## config.mk

```make
export PLATFORM = sky130hd
export DESIGN_NAME = stack_controller
export DESIGN_NICKNAME = d
export VERILOG_FILES = /design/src/rtl/stack_controller.sv
export SDC_FILE = /design/constraint.sdc
export NUM_CORES = 1
export LEC_CHECK = 0
export BUFFER_PORTS_ARGS = -buffer_cell sky130_fd_sc_hd__buf_2
export CAP_MARGIN = 20
export CORE_UTILIZATION = 53
export DETAILED_ROUTE_END_ITERATION = 10
export PLACE_DENSITY_LB_ADDON = 0.2
export SLEW_MARGIN = 15
export SYNTH_ARGS = -nofsm -noshare
export SYNTH_HDL_FRONTEND = slang
export SYNTH_SLANG_ARGS = --single-unit
```

## constraint.sdc

```tcl
create_clock -name clk -period 4.7 [get_ports clk]
set_clock_uncertainty 0.1 [all_clocks]
set_input_delay 0 -clock clk [delete_from_list [all_inputs] [get_ports clk]]
set_output_delay 0 -clock clk [all_outputs]
set_load 0.02 [all_outputs]
```

## src/rtl/stack_controller.sv

```systemverilog
// stack_controller: game-sequencing FSM for the stacking game.
// Drives the x_register controls (spawn position, direction, load strobes and
// move enable), evaluates the overlap of a dropped block with the block below
// and keeps width, base position, level and score up to date.
//
// Ports:
//   clk, reset            clock and synchronous active-high reset
//   sync                  VGA frame sync (no influence on this FSM)
//   start                 begins a new game from IDLE, GAME_OVER or WIN
//   drop                  single-cycle drop pulse, honoured only in MOVE
//   curr_x_position       left edge of the moving block from x_register
//   enable                x_register move enable (MOVE only)
//   load_x/load_direction x_register load strobes (SPAWN only)
//   new_direction/new_x_position  spawn direction/position
//   block_width, base_x, level, score  game state
//   game_over, win        end-of-game flags
module stack_controller #(
    parameter int unsigned X_MAX      = 144,
    parameter int unsigned INIT_X     = 52,
    parameter int unsigned INIT_WIDTH = 40,
    parameter int unsigned MAX_LEVEL  = 15,
    parameter int unsigned BONUS      = 8
) (
    input  logic        clk,
    input  logic        reset,
    input  logic        sync,
    input  logic        start,
    input  logic        drop,
    input  logic [7:0]  curr_x_position,
    output logic        enable,
    output logic        load_x,
    output logic        load_direction,
    output logic        new_direction,
    output logic [7:0]  new_x_position,
    output logic [7:0]  block_width,
    output logic [7:0]  base_x,
    output logic [3:0]  level,
    output logic [11:0] score,
    output logic        game_over,
    output logic        win
);

    typedef enum logic [2:0] {
        StIdle, StSpawn, StMove, StSettle, StCompare, StUpdate, StGameOver, StWin
    } state_e;

    state_e      state_q, state_d;
    logic [7:0]  width_q, width_d;
    logic [7:0]  base_q, base_d;
    logic [3:0]  level_q, level_d;
    logic [11:0] score_q, score_d;
    logic [8:0]  ov_q, ov_d;
    logic [7:0]  l_q, l_d;

    // Overlap arithmetic; 9 bits holds cx + width without wrap.
    logic [7:0]  left_c;
    logic [8:0]  cx_right_c, base_right_c, right_c, ov_c;
    logic [12:0] score_sum;
    logic [3:0]  level_inc;

    // sync is part of the shared x_register interface but does not steer this FSM.
    logic unused_sync;
    assign unused_sync = sync;

    always_ff @(posedge clk) begin
        if (reset) begin
            state_q <= StIdle;
            width_q <= 8'(INIT_WIDTH);
            base_q  <= 8'(INIT_X);
            level_q <= 4'd0;
            score_q <= 12'd0;
            ov_q    <= 9'd0;
            l_q     <= 8'd0;
        end else begin
            state_q <= state_d;
            width_q <= width_d;
            base_q  <= base_d;
            level_q <= level_d;
            score_q <= score_d;
            ov_q    <= ov_d;
            l_q     <= l_d;
        end
    end

    always_comb begin
        left_c       = (curr_x_position > base_q) ? curr_x_position : base_q;
        cx_right_c   = {1'b0, curr_x_position} + {1'b0, width_q};
        base_right_c = {1'b0, base_q} + {1'b0, width_q};
        right_c      = (cx_right_c < base_right_c) ? cx_right_c : base_right_c;
        ov_c         = (right_c > {1'b0, left_c}) ? (right_c - {1'b0, left_c}) : 9'd0;
        // Perfect placement earns the bonus on top of the overlap.
        score_sum    = {1'b0, score_q} + {4'd0, ov_q}
                     + ((ov_q == {1'b0, width_q}) ? 13'(BONUS) : 13'd0);
        level_inc    = level_q + 4'd1;
    end

    always_comb begin
        state_d        = state_q;
        width_d        = width_q;
        base_d         = base_q;
        level_d        = level_q;
        score_d        = score_q;
        ov_d           = ov_q;
        l_d            = l_q;
        enable         = 1'b0;
        load_x         = 1'b0;
        load_direction = 1'b0;
        new_direction  = 1'b0;
        new_x_position = 8'd0;
        game_over      = 1'b0;
        win            = 1'b0;

        case (state_q)
            StIdle, StGameOver, StWin: begin
                game_over = (state_q == StGameOver);
                win       = (state_q == StWin);
                if (start) begin
                    width_d = 8'(INIT_WIDTH);
                    base_d  = 8'(INIT_X);
                    level_d = 4'd0;
                    score_d = 12'd0;
                    state_d = StSpawn;
                end
            end
            StSpawn: begin
                // Even levels enter from the left moving right, odd from the right.
                load_x         = 1'b1;
                load_direction = 1'b1;
                new_x_position = level_q[0] ? 8'(X_MAX) : 8'd0;
                new_direction  = ~level_q[0];
                state_d        = StMove;
            end
            StMove: begin
                enable = 1'b1;
                if (drop) begin
                    state_d = StSettle;
                end
            end
            // One edge with enable low so curr_x_position is frozen before sampling.
            StSettle: state_d = StCompare;
            StCompare: begin
                ov_d    = ov_c;
                l_d     = left_c;
                state_d = StUpdate;
            end
            StUpdate: begin
                if (ov_q == 9'd0) begin
                    state_d = StGameOver;
                end else begin
                    width_d = ov_q[7:0];
                    base_d  = l_q;
                    score_d = score_sum[12] ? 12'hfff : score_sum[11:0];
                    level_d = level_inc;
                    state_d = (level_inc == 4'(MAX_LEVEL)) ? StWin : StSpawn;
                end
            end
            default: state_d = StIdle;
        endcase
    end

    assign block_width = width_q;
    assign base_x      = base_q;
    assign level       = level_q;
    assign score       = score_q;

endmodule

```

==> impl.org, run 1 <==
** Timing
- Final number of hold-violating endpoints :: 0
- In this run the tightest slew margin relative to its limit is 0.436.
- Slew at the pin closest to its max-slew limit :: 0.845 ns
- Share of the clock period used by the worst path :: 0.944
- The final-report max-slew violation count was 0.
- Setup repair after global routing left no endpoint under its margin.
- Maximum operating frequency :: about 230 MHz
- Setup violations remaining at the end of the flow were counted as 0.
- After layout, the minimum clock period comes to about 4.4 ns.

** Detailed routing
- Before antenna repair, the detailed router went through 4 iterations.
- For this block, the initial DRC count from the detailed router was 128.
- Final wirelength :: between 10,000 and 15,000 um
- The detail route stage leaves a number of antenna-violating nets equal to 0.
- In the final routed layout, each cell accounts on average for 16.0 um.
- Average via count per standard cell :: 5.88
- The final route contains 3,888 vias.
- For this run, design rule violations remaining after detail routing come to 0.

** GRT
- The first global-routing pass estimated 17,400 um of wire.
- Pin count of the biggest net entering global routing :: 39
- The number of antenna violations at the first check in global routing is 0.
- Congestion Overflow GR :: 0
- In the global route stage, overall resource usage came out at 0.257.
- The via count of the first global-routing pass is about 3,600.

** Critical path
- The worst setup path is captured at a register.
- Along the worst path, the maximum fanout reaches 8.
- Type of the worst setup path :: register to register
- For the worst setup path, the data required time is 4.80 ns.
- Arrival @ worst endpoint :: 4.53 ns
- Setup crit start kind :: register
- R2R depth :: 21

** Floorplanning
- Initial Util :: 0.549
- Die area :: between 0.008 and 0.009 mm^2
- Horiz. Die Dim :: 91.5 um
- In this run the vertical extent of the chip is around 91 um.
- For this design the top-level I/O count stands at 59.
- In this run the core area contains 32 standard-cell rows.
- The region available for standard cell placement spans 0.00773 mm^2.

** Synthesis
- Yosys mapped the design onto 55 distinct sky130hd cell types.
- Proportion of synthesized chip area in sequential cells :: 0.245
- Summing every instance area after synthesis gives 0.00424 mm^2.
- Total of warnings raised by yosys :: 0
- After synthesis the netlist holds a flip-flop and latch count of 52.
- Ys async rst share :: 0
- The most used flip-flop cell after synthesis is dfxtp_1.
- In this run, synthesis inferred 0 flip-flops with an integrated enable.
- After technology mapping, the gate count stands at 503.
- Post-Synthesis Mean Instance Area :: 8.43 um^2

** Power
- The analysis attributes to cell leakage a power of 2.23 nW.
- Maximum VDD drop :: 0.130 mV
- Power density of the placed cells :: 299 mW/mm^2

** Finish
- The number of antenna diodes in the final layout is 0.
- Utilization after layout :: 0.627
- The finished layout holds about 660 standard cells, fillers aside.
- Counting the fill cells in the layout gives between 700 and 800.
- Post-layout net count :: ~640
- Multi-input gate area in the final layout :: 0.00311 mm^2
- Summing all flip-flop and latch instances after layout gives 0.00105 mm^2.
- The area growth from synthesis to layout is 14.3%.
- Of the cells placed in the final design, the portion with a size suffix greater than 1 is 0.182.

** Hold path
- The worst hold path passes through 3 cells.
- The path class of the tightest hold or removal check is input port to register.

** Clocking
- Counting along the longest clock path gives a buffer depth of 2.
- The clock drives 52 sinks.
- The cell sitting at the root of the clock tree is a clkbuf_8.
- Htree depth :: 2
- Source-to-sink clock delay at the later pin of the worst-skew pair :: between 0.3 and 0.4 ns
- CTS tree :: done
- In this run, CTS created clock tree buffers numbering 5.
- Clock input transition at the sequential cells of the worst setup and hold paths :: 0.10 ns

** Placement
- At the end of routability-driven placement, the weighted congestion stood at between 0.9 and 1.
- Once detailed placement completed, the half-perimeter wirelength came to 8150 um.
- Placed Instances :: 649
- Input/output buffers :: a little over 50

** Flow run
- Max-cap violations in this run came to 0.

** Run status
- Result of the run :: finished clean
[power by group]
part	internal [mW]	switching, mW
clock	0.161	0.154
combinational	0.239	0.354
sequential	0.479	0.0605
[flip-flops by register name (all words and copies together), names as in the netlist]
name	flops
base_x	8
state_q	3
block_width	8
l_q	8
ov_q	9
level	4
score	12
[cells by family after synthesis]
kind of cell    after synthesis  synth area share
flops                        52             0.245
buf+inv                      46            0.0504
fa+ha+maj                    64             0.198
other cells                   1          0.000884
xor+xnor                     32            0.0661
mux                          11            0.0263
compound gates              158             0.252
simple gates                139             0.161
[routing by layer]
metal / GRT usage / up-vias / share of wire
met1: 0.341 / 1835 / 0.44
met4: 0.0635 / 0 / 0.015
met3: 0.0276 / 15 / 0.052
li1: - / 1940 / -
met5: 0 / - / 0
met2: 0.442 / 98 / 0.49
[cell type report]
class,instances,share of cell area
multi-input cells,410,0.641
flip-flops and latches,52,0.217
repair buffers,65,0.0748
well taps,102,0.0263
inverters,24,0.0186
clock buffers,6,0.0150
clock inverters,2,0.00800
[timing repair]
item / in CTS / in global routing
setup buffers: 0 / 3
hold endpoints to repair: 2 / 0
hold buffers: 1 / 0
resized for setup: 5 / 28
pin swaps: 0 / 14
endpoints found under the setup margin: 9 / 9
[layout by cell type, fill, tap and decap left out, types with 3 or more instances in the layout]
| cell type | n |
|---|---|
| xnor2_1 | 19 |
| buf_2 | 51 |
| buf_4 | 13 |
| inv_1 | 24 |
| nor2b_1 | 9 |
| ha_1 | 55 |
| o21bai_1 | 5 |
| mux2i_1 | 10 |
| a22oi_1 | 12 |
| nand4_1 | 3 |
| o31a_1 | 4 |
| nor4_1 | 4 |
| a21oi_1 | 26 |
| and3_1 | 3 |
| a211oi_1 | 12 |
| o2bb2ai_1 | 10 |
| nand3_1 | 8 |
| conb_1 | 6 |
| a22o_1 | 9 |
| nor3_1 | 11 |
| nor2_1 | 57 |
| a31oi_1 | 3 |
| dfxtp_1 | 48 |
| xor2_1 | 12 |
| ha_2 | 3 |
| clkbuf_8 | 5 |
| o22ai_1 | 6 |
| fa_2 | 3 |
| a21oi_2 | 4 |
| a21o_1 | 11 |
| o21ai_0 | 31 |
| o21a_1 | 5 |
| nand2_1 | 17 |
| nand2b_1 | 14 |
[final timing paths]
path | from | slack (ns) | to
worst max-delay path | block_width[0] | 0.27 | ov_q[8]
worst min-delay path | curr_x_position[0] | 0.05 | l_q[0]
worst max register to register | block_width[0] | 0.27 | ov_q[8]
worst min register to register | l_q[4] | 0.39 | base_x[4]
[metrics by stage]
stage                     instance area (um^2)  power (mW)  worst slack (ns)  hold WS (ns)  setup TNS, ns
after detailed placement                  4590        1.10            -0.129         0.310         -0.613
after CTS                                 4730        1.41           0.00709        0.0364              0
after global routing                      4850        1.54            0.0208        0.0482              0
after global placement                    4590        1.09            0.0363         0.295              0
final                                     4850        1.45             0.265        0.0527              0
after floorplan                           4260       0.970             0.160         0.116              0
[critical path: stages (launching register included)]
cell,delay [ns]
dfxtp_4,0.38
ha_2,0.19
fa_2,0.39
a211oi_2,0.29
o21bai_1,0.11
a21oi_1,0.17
xnor2_1,0.16
ha_1,0.29
a21oi_2,0.14
o21ai_2,0.09
a41o_1,0.24
nor2_1,0.10
buf_4,0.16
mux2i_1,0.20
ha_2,0.21
fa_2,0.20
nand2b_4,0.14
a21oi_2,0.07
o2111ai_2,0.16
nand2_1,0.08
and3_1,0.18
o31a_1,0.27
[synth_stat cells (all sizes together) (3+ instances only)]
library cell | n | area, um^2
o31a | 4 | 35.0
inv | 24 | 90.1
a21o | 11 | 82.6
a211oi | 13 | 97.6
nand4 | 3 | 18.8
nand2 | 18 | 67.6
clkbuf | 7 | 26.3
nand2b | 15 | 93.8
nor2 | 57 | 214
a22o | 9 | 78.8
xnor2 | 20 | 175
o21bai | 5 | 37.5
o21a | 5 | 37.5
fa | 5 | 100
buf | 15 | 97.6
a22oi | 12 | 90.1
o21ai | 35 | 175
nor3 | 11 | 55.1
o211ai | 3 | 27.5
a21oi | 30 | 150
and3 | 3 | 18.8
nand3 | 8 | 40.0
mux2i | 10 | 100
o2bb2ai | 10 | 87.6
xor2 | 12 | 105
a31oi | 3 | 18.8
nor4 | 4 | 25.0
nor2b | 10 | 62.6
ha | 59 | 738
o22ai | 7 | 50.1
dfxtp | 52 | 1040
No activity file was read; power rests on OpenSTA's default activity.
==> run 2, diff against run 1 <==
- RECOVER_POWER: default -> 50
==> run 2 against run 1 <==
  * Utilization hardly changed
  * Power hardly changed
  * Hold slack stayed put
  * Final area hardly changed
  * Clock power hardly changed
  * Count of clock-buffer cells in the layout stayed put
  * Sequential cell count stayed put
  * Sequential share of layout area hardly changed
  * First-iteration DRC count stayed put
  * Largest cell class unchanged
  * Highest routed layer unchanged
==> impl.org, run 2 (synthesis results as in run 1) <==
** Critical path
- The type of destination of the critical path is a register (unchanged).
- Crit Path Max Fanout :: 8 (unchanged)
- Type of the worst setup path :: register to register (unchanged)
- The critical path startpoint category was a register (unchanged).
- Required time worst endpoint :: 4.80 ns (about the same)
- Arrival @ worst endpoint :: 4.53 ns (about the same)
- Worst R2R Setup Slack :: 0.27 ns (about the same)

** Run status
- Result of the run: finished clean (unchanged).

** Detailed routing
- Routed wire length per instance :: 16.0 um (about the same)
- ANT nets after route :: 0 (unchanged)
- TritonRoute pass-1 iters :: 4 (unchanged)
- The post-detailed-route via-to-cell ratio was 5.88 (about the same).
- The number of DRC markers in iteration 0 came to 128 (unchanged).
- Number of vias in the routed layout :: 3,886 (was 3,888)
- The sum of routed wire length over all layers came to 10,600 um (was 10,500 um).
- Residual DRC :: 0 (unchanged)

** Timing
- Final number of hold-violating endpoints :: 0 (unchanged)
- Fin Setup TNS :: 0 ns (unchanged)
- RSZ-0062 raised after global routing: no (unchanged).
- The shortest period the worst path allows came to 4.43 ns (unchanged).
- The number of failing setup endpoints in the final timing report came to 0 (unchanged).
- The achievable frequency is 225 MHz (unchanged).
- Share of the clock period used by the worst path :: 0.944 (unchanged)
- Slew at the pin closest to its max-slew limit :: 0.845 ns (about the same)
- The final-report max-slew violation count is 0 (unchanged).
- The tightest slew margin relative to the limit was 0.436 (about the same).

** GRT
- The first-pass GRT wire length came to 17,400 um (unchanged).
- Pin count of the biggest net entering global routing :: 39 (unchanged)
- Met1 usage :: 0.341 (unchanged)
- Vias in the first global route :: 3,565 (unchanged)
- Number of antenna violations at the first check in global routing :: 0 (unchanged)
- Congestion Overflow GR :: 0 (unchanged)
- The highest-utilization routing layer at the global route stage is met2 (unchanged).
- Global routing usage summed across all routing layers :: 0.257 (unchanged)
- The routing usage on met3 came to 0.0276 (unchanged).
- The met2 capacity usage during global routing was 0.442 (unchanged).

** Placement
- Hpwl dp :: 8150 um (unchanged)
- The cell area reported after detailed placement came to 0.00459 mm^2 (unchanged).
- Input/output buffers :: 51 (unchanged)
- The final weighted congestion in routability-driven placement is 0.986 (unchanged).

** Hold path
- The worst hold-check path type is input port to register (unchanged).

** Power
- Switching share of total power :: 0.392 (about the same)
- Internal power summed over all cells :: 0.879 mW (about the same)
- Maximum VDD drop :: 0.130 mV (about the same)
- Fraction of power consumed by sequential logic :: 0.373 (about the same)
- The total power per unit cell area was 299 mW/mm^2 (about the same).
- Combinational share of power :: 0.410 (about the same)
- Power share of the clock group :: 0.218 (about the same)
- The switching component of the power came to 0.568 mW (about the same).
- The leakage power is 2.21 nW (was 2.23 nW).

** Floorplanning
- The count of standard-cell rows came to 32 (unchanged).
- The total I/O pin count is 59 (unchanged).
- The die outline area is 0.00836 mm^2 (unchanged).
- The starting density of the core came to 0.549 (unchanged).
- Horiz. Die Dim :: 91.5 um (unchanged)
- The die extent in y was 91.5 um (unchanged).
- The core area came to 0.00773 mm^2 (unchanged).

** Finish
- Commonest non-fill, non-tap cell in the layout :: nor2_1 (unchanged)
- The post-route cell area is 0.00484 mm^2 (was 0.00485 mm^2).
- The flip-flop count of the largest register, all copies and words added is 12 (unchanged).
- Leading cell types in the layout, fill and taps excluded: nor2_1 (57), ha_1 (55), dfxtp_1 (48), buf_2 (48), o21ai_0 (31) (was nor2_1 (57), ha_1 (55), buf_2 (51)).
- Utilization after layout :: 0.627 (about the same)
- Area delta synth->final :: 14.2% (was 14.3%)
- The count of inserted antenna diode cells came to 0 (unchanged).
- The share of cells above drive strength 1 was 0.177 (was 0.182).
- Post-layout net count :: 635 (unchanged)

** Clocking
- The insertion delay of the later-clocked pin in the worst-skew pair came to 0.31 ns (about the same).
- Master cell of the clock root buffer :: clkbuf_8 (unchanged)
- The total number of clock tree sinks came to 52 (unchanged).
- Htree depth :: 2 (unchanged)
- Maximum count of clock buffers along a single path :: 2 (unchanged)
- The clock-pin slew on the worst setup and hold paths came to 0.10 ns (about the same).
- CTS tree :: done (unchanged)
- Number of CTS-inserted buffers :: 5 (unchanged)

** Flow run
- The total of max-cap violations was 0 (unchanged).
run 2: cell types whose count changed in the layout (fill, tap and decap cells not counted):
cell / delta
clkbuf_1: +3
buf_2: -3
run 2: stage by stage:
| step | hold slack (ns) | cells | setup WS [ns] | power [mW] |
|---|---|---|---|---|
| final | 0.0527 | 661 | 0.265 | 1.45 |
| after global routing | 0.0482 | 661 | 0.0208 | 1.54 |
| after CTS | 0.0364 | 658 | 0.00709 | 1.41 |
| after detailed placement | 0.310 | 649 | -0.129 | 1.10 |
| after global placement | 0.295 | 649 | 0.0363 | 1.09 |
| after floorplan | 0.116 | 508 | 0.160 | 0.970 |
run 2: area by class of cell:
type | instances | area [um^2]
clock buffer | 6 | 72.6
clock inverter | 2 | 38.8
fill | 704 | 2880
inverter | 24 | 90.1
multi-input combinational | 410 | 3110
sequential | 52 | 1050
tap | 102 | 128
timing repair buffer | 65 | 359
run 2: routing by layer:
| metal | up-vias | share of wire | wire, um |
|---|---|---|---|
| li1 | 1941 | - | - |
| met1 | 1832 | 0.44 | 4680 |
| met2 | 98 | 0.49 | 5160 |
| met3 | 15 | 0.052 | 546 |
| met4 | 0 | 0.015 | 161 |
| met5 | - | 0 | 0 |
run 2: worst paths after layout:
path	startpoint	cells after the start	endpoint
min	curr_x_position[0]	3	l_q[0]
min reg2reg	l_q[4]	2	base_x[4]
max	block_width[0]	21	ov_q[8]
max reg2reg	block_width[0]	21	ov_q[8]
run 2: repair_timing:
action                                 4_1_cts  5_1_grt
setup endpoints to repair                    9        9
gates resized for setup                      5       28
hold buffers                                 1        0
endpoints found under the hold margin        2        0
setup buffers                                0        3
pin swaps                                    0       14
run 2: critical path: stages (launching register included):
cell       delay [ns]
dfxtp_4          0.38
ha_2             0.19
fa_2             0.39
a211oi_2         0.29
o21bai_1         0.11
a21oi_1          0.17
xnor2_1          0.16
ha_1             0.29
a21oi_2          0.14
o21ai_2          0.09
a41o_1           0.24
nor2_1           0.10
buf_4            0.16
mux2i_1          0.20
ha_2             0.21
fa_2             0.20
nand2b_4         0.14
a21oi_2          0.07
o2111ai_2        0.16
nand2_1          0.08
and3_1           0.18
o31a_1           0.27
run 2: power groups by stage:
| stage | Clock (mW) | Sequential [mW] | Combinational (mW) |
|---|---|---|---|
| 6_report | 0.315 | 0.539 | 0.593 |
| 5_1_grt | 0.339 | 0.548 | 0.650 |
| 4_1_cts | 0.319 | 0.540 | 0.556 |
| 3_5_place_dp | 0 | 0.550 | 0.550 |
| 3_3_place_gp | 0 | 0.547 | 0.538 |
| 2_1_floorplan | 0 | 0.515 | 0.455 |
==> run 3, diff against run 2 <==
- MAX_ROUTING_LAYER: default -> met4
==> run 3 against run 2 <==
  * Register-to-register slack worse by 0.07 ns
  * Final area about the same
  * Hold slack worse by 0.015 ns
  * Critical path type unchanged
  * Largest cell class unchanged
  * Clock power up 1%
==> impl.org, run 3 (synthesis results as in run 1) <==
** Placement
- The number of placed instances with taps included was 649 (unchanged).
- Input/output buffers :: 51 (unchanged)
- The final weighted congestion in routability-driven placement came to 0.996 (was 0.986).
- Hpwl dp :: 8210 um (was 8150 um)

** Power
- Maximum VDD drop :: 0.159 mV (was 0.130 mV)
- Leakage :: 2.10 nW (was 2.21 nW)
- Power density of the placed cells :: 301 mW/mm^2 (was 299 mW/mm^2)

** Clocking
- The number of buffers created by CTS was 5 (unchanged).
- CTS tree :: done (unchanged)
- The clock-pin slew on the worst setup and hold paths is 0.10 ns (about the same).
- Master cell of the clock root buffer :: clkbuf_8 (unchanged)
- Htree depth :: 2 (unchanged)
- Maximum count of clock buffers along a single path :: 2 (unchanged)
- Total clock sinks :: 52 (unchanged)
- Source-to-sink clock delay at the later pin of the worst-skew pair :: 0.31 ns (about the same)

** Critical path
- The worst setup path category is register to register (unchanged).
- The highest fanout seen on the critical path is 5 (was 8).
- The type of destination of the critical path was a register (unchanged).
- The cell that appears most often on the critical path is ha_1.
- Chain of cells forming the critical path: ha_1 > fa_2 > a211oi_2 > o21ai_0 > a31o_2 > ha_1 > a21oi_1 > o21ai_1 > a41o_1 > nor2_2 > buf_4 > mux2i_1 > ha_1 > fa_1 > nand2b_4 > a21oi_4 > o2111ai_1 > nand2_1 > and3_1 > o31a_1 (was ha_2 > fa_2 > a211oi_2 > o21bai_1 > a21oi_1 > xnor2_1 > ha_1 > a21oi_2 > o21ai_2 > a41o_1 > nor2_1 > buf_4 > mux2i_1 > ha_2 > fa_2 > nand2b_4 > a21oi_2 > o2111ai_2 > nand2_1 > and3_1 > o31a_1).
- The critical path startpoint category was a register (unchanged).
- The worst stage delay on the critical path is 0.37 ns (was 0.39 ns).
- Slowest cell on the critical path :: dfxtp_4 (was fa_2)
- Required time worst endpoint :: 4.80 ns (about the same)
- Arrival @ worst endpoint :: 4.60 ns (was 4.53 ns)

** Timing
- The achievable frequency is 222 MHz (was 225 MHz).
- Fin Setup TNS :: 0 ns (unchanged)
- The share of the clock period used by the worst path is 0.958 (was 0.944).
- The shortest period the worst path allows is 4.50 ns (was 4.43 ns).
- The final number of hold-violating endpoints is 0 (unchanged).
- Number of failing setup endpoints in the final timing report :: 0 (unchanged)
- Slew at the pin closest to its max-slew limit :: 0.861 ns (was 0.845 ns)
- The tightest slew margin relative to the limit came to 0.426 (was 0.436).
- Number of max-slew violations in the final report :: 0 (unchanged)

** Finish
- Multi-input gate area in the final layout :: 0.00312 mm^2 (was 0.00311 mm^2)
- Number of diodes added for antenna fixing :: 0 (unchanged)
- Sequential cell area :: 0.00105 mm^2 (about the same)
- The synthesis-to-layout area growth was 14.2% (about the same).
- The number of standard cells in the final layout excluding fillers was 666 (was 661).
- Share of cells above drive strength 1 :: 0.117 (was 0.177)
- Leading cell types in the layout, fill and taps excluded :: nor2_1 (56), ha_1 (56), dfxtp_1 (49) (was nor2_1 (57), ha_1 (55), dfxtp_1 (48), buf_2 (48), o21ai_0 (31))
- The flip-flop count of the largest register, all copies and words added came to 12 (unchanged).
- The net count reported at finish is 640 (was 635).
- Fill cell count :: 717 (was 704)

** GRT
- Congestion Overflow GR :: 0 (unchanged)
- The maximum number of pins on one net before global-route repair came to 39 (unchanged).
- The via count of the first global-routing pass came to 3,645 (was 3,565).
- Global-route wire length before repair :: 17,200 um (was 17,400 um)
- The global router's overall resource usage came to 0.263 (was 0.257).
- Number of antenna violations at the first check in global routing :: 0 (unchanged)

** Flow run
- The total of max-cap violations came to 0 (unchanged).

** Detailed routing
- ANT nets after route :: 0 (unchanged)
- Number of vias in the routed layout :: 3,990 (was 3,886)
- The number of DRC markers in iteration 0 is 173 (was 128).
- Final wirelength :: 10,900 um (was 10,600 um)
- The post-detailed-route via-to-cell ratio came to 5.99 (was 5.88).
- Residual DRC :: 0 (unchanged)
- Routed wire length per instance :: 16.3 um (was 16.0 um)
- The number of optimization iterations in the first detailed-route pass came to 4 (unchanged).

** Floorplanning
- Horiz. Die Dim :: 91.5 um (unchanged)
- The die outline area is 0.00836 mm^2 (unchanged).
- Core area :: 0.00773 mm^2 (unchanged)
- Num ports :: 59 (unchanged)
- Vert. Die Dim :: 91.5 um (unchanged)
- The starting density of the core came to 0.549 (unchanged).
- The count of standard-cell rows came to 32 (unchanged).

** Run status
- Result of the run: finished clean (unchanged).

** Hold path
- Worst min-delay path class :: input port to register (unchanged)
## run 3: metal layers
layer,track usage,up-vias,share of wire
met2,0.443,124,0.49
met5,-,-,0
met4,0.0820,0,0.022
met1,0.329,1893,0.44
li1,-,1955,-
met3,0.0268,18,0.046
## run 3: area by class of cell
| cell class | instances | share of cell area |
|---|---|---|
| multi-input combinational | 410 | 0.644 |
| sequential | 52 | 0.217 |
| timing repair buffer | 70 | 0.0713 |
| tap | 102 | 0.0263 |
| inverter | 24 | 0.0186 |
| clock buffer | 6 | 0.0150 |
| clock inverter | 2 | 0.00801 |
## run 3: power breakdown
part / switching (mW) / leakage (nW) / total [mW] / internal (mW)
logic: 0.362 / 1.62 / 0.601 / 0.239
registers: 0.0599 / 0.423 / 0.539 / 0.479
clock network: 0.157 / 0.0558 / 0.319 / 0.161
## run 3: final timing paths
path              slack [ns]         end  cells after the start           start
setup reg to reg        0.20     ov_q[8]                     20  block_width[0]
setup / recovery        0.20     ov_q[8]                     20  block_width[0]
hold reg to reg         0.39   base_x[4]                      2          l_q[4]
hold / removal          0.04  state_q[0]                      3            drop
## run 3: repair_timing
action / in CTS / in global routing
hold endpoints to repair: 2 / 0
setup buffers: 0 / 7
hold buffers: 1 / 0
endpoints found under the setup margin: 9 / 9
pin swaps: 0 / 20
gates resized for setup: 6 / 28
cloned: 0 / 1
## run 3: critical path: cells and delay by family (launching register included)
family / cells / cell delay (ns)
adder cells (fa/ha/maj): 5 / 1.31
AND/OR/NAND/NOR: 4 / 0.56
AO/OA/AOI/OAI: 9 / 1.73
flip-flops: 1 / 0.37
multiplexers: 1 / 0.18
buffers and inverters: 1 / 0.15
## run 3: per-stage QoR
stage | setup slack, ns | hold slack (ns) | area (um^2) | power [mW] | utilization
after floorplan | 0.160 | 0.116 | 4260 | 0.970 | -
after global placement | 0.0260 | 0.294 | 4590 | 1.08 | 0.595
after detailed placement | -0.135 | 0.307 | 4590 | 1.10 | 0.595
after CTS | 0.0601 | 0.0300 | 4740 | 1.42 | 0.613
after global routing | -0.00889 | 0.0559 | 4840 | 1.55 | 0.627
final | 0.199 | 0.0376 | 4840 | 1.46 | 0.627
